**src/rtl/activation_pkg.sv**
```systemverilog
// Shared Q1.15 activation constants and types.
//   Q15_W / Q15_FRAC : sample width and fractional bits
//   PROD_W           : signed product width for slope multiply
//   Q15_RND          : round-half-up constant added before the >>> Q15_FRAC
//   LRELU_SLOPE_DEF  : default leaky-ReLU negative slope, 0.1 in Q1.15
package activation_pkg;
  localparam int Q15_W    = 16;
  localparam int Q15_FRAC = 15;
  localparam int PROD_W   = 32;

  localparam logic signed [PROD_W-1:0] Q15_RND         = 32'sd16384;
  localparam logic signed [Q15_W-1:0]  LRELU_SLOPE_DEF = 16'sd3277;

  // One pipeline stage payload: sample, its sign and the frame marker.
  typedef struct packed {
    logic signed [Q15_W-1:0] data;
    logic                    neg;
    logic                    last;
  } lrelu_stage_t;
endpackage

```
**src/rtl/leaky_relu_core_q15.sv**
```systemverilog
// Combinational leaky-ReLU kernel in Q1.15.
//   x : signed Q1.15 input sample
//   y : x when x >= 0, else round(x * SLOPE_Q15 / 2^15) (round half up)
// SLOPE_Q15 must lie in 0..32767, so |y| <= |x| and no saturation is needed.
module leaky_relu_core_q15
  import activation_pkg::*;
#(
  parameter logic signed [Q15_W-1:0] SLOPE_Q15 = LRELU_SLOPE_DEF
) (
  input  logic signed [Q15_W-1:0] x,
  output logic signed [Q15_W-1:0] y
);
  logic signed [PROD_W-1:0] prod;
  logic signed [PROD_W-1:0] sum;
  logic                     unused_sum_bits;

  assign prod = PROD_W'(x) * PROD_W'(SLOPE_Q15);
  assign sum  = prod + Q15_RND;
  // sum[30:15] is (sum >>> 15) truncated to 16 bits.
  assign y    = x[Q15_W-1] ? sum[Q15_FRAC +: Q15_W] : x;

  assign unused_sum_bits = ^{sum[PROD_W-1], sum[Q15_FRAC-1:0]};
endmodule

```
**src/rtl/leaky_relu_stream_q15.sv**
```systemverilog
// Streaming leaky-ReLU, Q1.15, valid/ready on both sides, 2-stage pipeline.
//   clk, rst_n            : clock, async active-low reset
//   s_valid/s_ready/s_data/s_last : upstream stream
//   m_valid/m_ready/m_data/m_last : downstream stream
//   sample_cnt            : samples accepted since the last accepted s_last
//   frame_cnt             : frames completed on the output (m_last transfers)
//   neg_cnt               : negative samples emitted (only with LRELU_STATS_EN)
// Optional feature macro: LRELU_STATS_EN adds the neg_cnt port and counter.
// S1 registers the raw sample and sign, S2 registers the kernel result.
module leaky_relu_stream_q15
  import activation_pkg::*;
#(
  parameter logic signed [Q15_W-1:0] SLOPE_Q15 = LRELU_SLOPE_DEF,
  parameter int                      CNT_W     = 16
) (
  input  logic                    clk,
  input  logic                    rst_n,
  input  logic                    s_valid,
  output logic                    s_ready,
  input  logic signed [Q15_W-1:0] s_data,
  input  logic                    s_last,
  output logic                    m_valid,
  input  logic                    m_ready,
  output logic signed [Q15_W-1:0] m_data,
  output logic                    m_last,
  output logic [CNT_W-1:0]        sample_cnt,
  output logic [CNT_W-1:0]        frame_cnt
`ifdef LRELU_STATS_EN
  ,
  output logic [CNT_W-1:0]        neg_cnt
`endif
);
  localparam int STAGES = 2;

  logic [STAGES:1]         vld_pipe;
  lrelu_stage_t            s1_q, s2_q;
  logic                    run;     // low until the first edge after reset
  logic                    adv;     // S1 may move into S2 this cycle
  logic                    s_fire, m_fire;
  logic signed [Q15_W-1:0] core_y;

  leaky_relu_core_q15 #(.SLOPE_Q15(SLOPE_Q15)) u_core (
    .x (s1_q.data),
    .y (core_y)
  );

  assign adv     = !vld_pipe[2] || m_ready;
  assign s_ready = run && (!vld_pipe[1] || adv);
  assign s_fire  = s_valid && s_ready;
  assign m_fire  = vld_pipe[2] && m_ready;

  assign m_valid = vld_pipe[2];
  assign m_data  = s2_q.data;
  assign m_last  = s2_q.last;

  always_ff @(posedge clk or negedge rst_n) begin
    if (!rst_n) begin
      run      <= 1'b0;
      vld_pipe <= '0;
      s1_q     <= '0;
      s2_q     <= '0;
    end else begin
      run <= 1'b1;
      // S2 only changes when empty or draining, so it holds under backpressure.
      if (adv) begin
        vld_pipe[2] <= vld_pipe[1];
        if (vld_pipe[1])
          s2_q <= '{data: core_y, neg: s1_q.neg, last: s1_q.last};
      end
      if (s_ready) begin
        vld_pipe[1] <= s_valid;
        if (s_valid)
          s1_q <= '{data: s_data, neg: s_data[Q15_W-1], last: s_last};
      end
    end
  end

  always_ff @(posedge clk or negedge rst_n) begin
    if (!rst_n) begin
      sample_cnt <= '0;
      frame_cnt  <= '0;
    end else begin
      if (s_fire)
        sample_cnt <= s_last ? '0 : sample_cnt + CNT_W'(1);
      if (m_fire && s2_q.last)
        frame_cnt <= frame_cnt + CNT_W'(1);
    end
  end

`ifdef LRELU_STATS_EN
  always_ff @(posedge clk or negedge rst_n) begin
    if (!rst_n)
      neg_cnt <= '0;
    else if (m_fire && s2_q.neg)
      neg_cnt <= neg_cnt + CNT_W'(1);
  end
`else
  // Sign is carried through S2 only for the stats counter.
  logic unused_s2_neg;
  assign unused_s2_neg = s2_q.neg;
`endif
endmodule

```
**config.mk**
```make
export PLATFORM = sky130hd
export DESIGN_NAME = leaky_relu_stream_q15
export DESIGN_NICKNAME = d
export VERILOG_FILES = /design/src/rtl/activation_pkg.sv /design/src/rtl/leaky_relu_core_q15.sv /design/src/rtl/leaky_relu_stream_q15.sv
export SDC_FILE = /design/constraint.sdc
export NUM_CORES = 1
export LEC_CHECK = 0
export CORE_UTILIZATION = 60
export CTS_CLUSTER_SIZE = 40
export DETAILED_ROUTE_END_ITERATION = 8
export HOLD_SLACK_MARGIN = 0.1
export PLACE_DENSITY = 0.89
export SKIP_CTS_REPAIR_TIMING = 1
export SYNTH_ARGS = -nofsm -noshare
export SYNTH_HDL_FRONTEND = slang
export SYNTH_SLANG_ARGS = --single-unit
```
**constraint.sdc**
```tcl
create_clock -name clk -period 12.7 [get_ports clk]
set_clock_uncertainty 0.15 [all_clocks]
set_input_delay 1.27 -clock clk [delete_from_list [all_inputs] [get_ports clk]]
set_output_delay 1.27 -clock clk [all_outputs]
set_load 0.02 [all_outputs]
```
==> metrics.cfg <==
[status]
outcome=complete, but fails checks
violations=DRC

[sta]
relSlewSlack=0.371
finalCritPeriodShare=0.524
tightest_slew_ns=0.942
fin_tns_setup_ns=0
setup-violations-final=0
period_needed_ns=6.65
hold_viol_final=0
maxSlewViolCount=0
fmax_mhz=150
rsz0062_at_grt=no

[detailed_routing]
m1WireLength_um=7950
route.met2.wl_um=9070
drtIter0Drc=434
drc=1
topRoutingLayerUsed=met4
ant_nets=0
wl_per_cell_um=18.6
routed_via_density=6.00
wl_met3_um=1040
firstDrtPassIters=7
wl_um=18500
via_count=5986

[global_routing]
gr-total-overflow=0
grt_max_degree=70
grt_use_total=0.310
grt_pass1_wl_um=30400
antenna_found_initial=0
first_global_vias=5889

[clock_network]
cts_tree=done
cts-root-buf=clkbuf_16
clock_sinks=69
worstSkewPairLatency_ns=0.34
clkTransAtPathRegs_ns=0.06
numCtsBuffers=9
cts_buffer_depth=2
htree_levels=3

[layout]
layout-drive-gt1-share=0.0655
fillers=790
multi_input_area_sq_um=4980
final-seq-area_sq_um=1730
syn2layout_area_growth_pct=14.6
antenna_cells=0
nets=1010

[floorplanning]
die_h_um=112
pin_count=72
num_rows=39
start_util=0.626
core_area_sq_um=11600
fp.dieW_um=112
dieArea_sq_um=12600

[logic_synthesis]
synthArstFlopShare=1.00
avgSynthCellArea_sq_um=9.24
synth_seq_area_share=0.237
synthTopCellsByArea=dfrtp_1 (24%), fa_1 (16%), ha_1 (14%)
synth_area_sq_um=7270
synth_commonest_cells=inv_1 (114), nand2_1 (87), ha_1 (81), dfrtp_1 (69), fa_1 (58)
synth_top_area_share=0.237
synth_seq_cells=69
synthCells=787
synth_top_area_cell=dfrtp_1
syn_nets=947
synthFlopType=dfrtp_1
synth.distinct_cells=84
synth.most_common_cell=inv_1
yosysWarningCount=0
synth_edf_count=0

[worst_setup_path]
worstSetupPathType=register to register
critPathRequiredTime_ns=12.76
reg2reg_from=s1_q[17]
r2r_cells=19
max_stage_delay_ns=0.68
path_cells=buf_4, clkinv_1, fa_1, inv_1, ha_1, inv_1, fa_1, fa_1, inv_1, ha_1, o21ai_0, o21bai_1, a211oi_1, o221ai_1, a211oi_2, nand4_1, nor4_2, xor2_1, o21ai_1
slowest_stage=fa_1
r2r_end=m_data[13]
critical_path.max_fanout=36
cp-end-kind=register
arrival_ns=6.71
reg2reg_setup_slack_ns=6.05
path_delay_family=adder cells
critPathBufInv=5
start_kind=register

[worst_hold_path]
hold_depth=1
min_to=frame_cnt[15]
min_from=frame_cnt[15]
min_path_type=register to register

[place]
place_congestion=0.960
post-dp-hpwl_um=14300
io_buffers=71

[run]
drv_cap=0

cell type report:
type	instances	area share
clock inverter	7	0.00886
multi-input combinational	582	0.597
clock buffer	9	0.0270
inverter	115	0.0518
timing repair buffer	73	0.0865
sequential	69	0.207
tap	143	0.0215
worst register-to-register path, cell delays in order, from the launching register on:
cell      delay [ns]
dfrtp_1         0.32
buf_4           0.41
clkinv_1        0.52
fa_1            0.68
inv_1           0.05
ha_1            0.34
inv_1           0.09
fa_1            0.50
fa_1            0.54
inv_1           0.04
ha_1            0.42
o21ai_0         0.21
o21bai_1        0.15
a211oi_1        0.54
o221ai_1        0.31
a211oi_2        0.29
nand4_1         0.20
nor4_2          0.49
xor2_1          0.19
o21ai_1         0.07
placed cells by master (no fill, tap or decap), types with 36 or more instances in the layout:
cell and n:
ha_1 81, inv_1 114, nor2_1 39, o21ai_0 36, nand2_1 87, dfrtp_1 69
fa_1 58, xnor2_1 39, a21oi_1 36, clkdlybuf4s50_1 70
state kept, by name, summed over array words and instances, names as in the netlist:
signal	cells
frame_cnt	16
m_data	16
m_last	1
run	1
s1_q	17
sample_cnt	16
vld_pipe	2
metal layers:
metal	vias up	track usage
met5	-	0
met4	0	0.0987
met3	37	0.0454
met2	224	0.516
met1	2957	0.419
li1	2768	-
worst max-delay path by stage:
stage,startpoint,to,cells past startpoint,slack (ns)
6_report,s1_q[17],m_data[13],19,6.05
5_1_grt,s1_q[17],m_data[13],19,5.74
4_1_cts,s1_q[17],m_data[13],19,6.13
3_5_place_dp,s1_q[17],m_data[13],19,6.28
3_3_place_gp,s1_q[17],m_data[13],19,6.44
2_1_floorplan,s1_q[17],m_data[8],20,7.01
logic make-up (layout without fill, tap and decap cells):
kind of cell               after synthesis  after routing  share of synthesized area
AOI/OAI and AO/OA                      147            147                      0.138
other                                    1              1                   0.000516
DFF                                     69             69                      0.237
muxes                                   13             13                     0.0184
buffers and inverters                  136            204                     0.0784
adders and majority gates              139            139                      0.299
and+or+nand+nor                        222            222                      0.155
xor gates and xnor gates                60             60                     0.0733
stage by stage:
stage | instances | area [sq um] | setup WS, ns | hold WS, ns | util
6_report | 998 | 8330 | 6.05 | 0.324 | 0.718
3_5_place_dp | 982 | 8040 | 6.28 | 0.317 | 0.692
5_1_grt | 998 | 8330 | 5.74 | 0.342 | 0.718
4_1_cts | 998 | 8330 | 6.13 | 0.325 | 0.718
2_1_floorplan | 787 | 7270 | 7.01 | 0.289 | -
3_3_place_gp | 982 | 8040 | 6.44 | 0.310 | 0.692
Power is left out: the tool's default activity adds up to more than one toggle a clock period on the data nets, which glitch-free logic cannot reach.
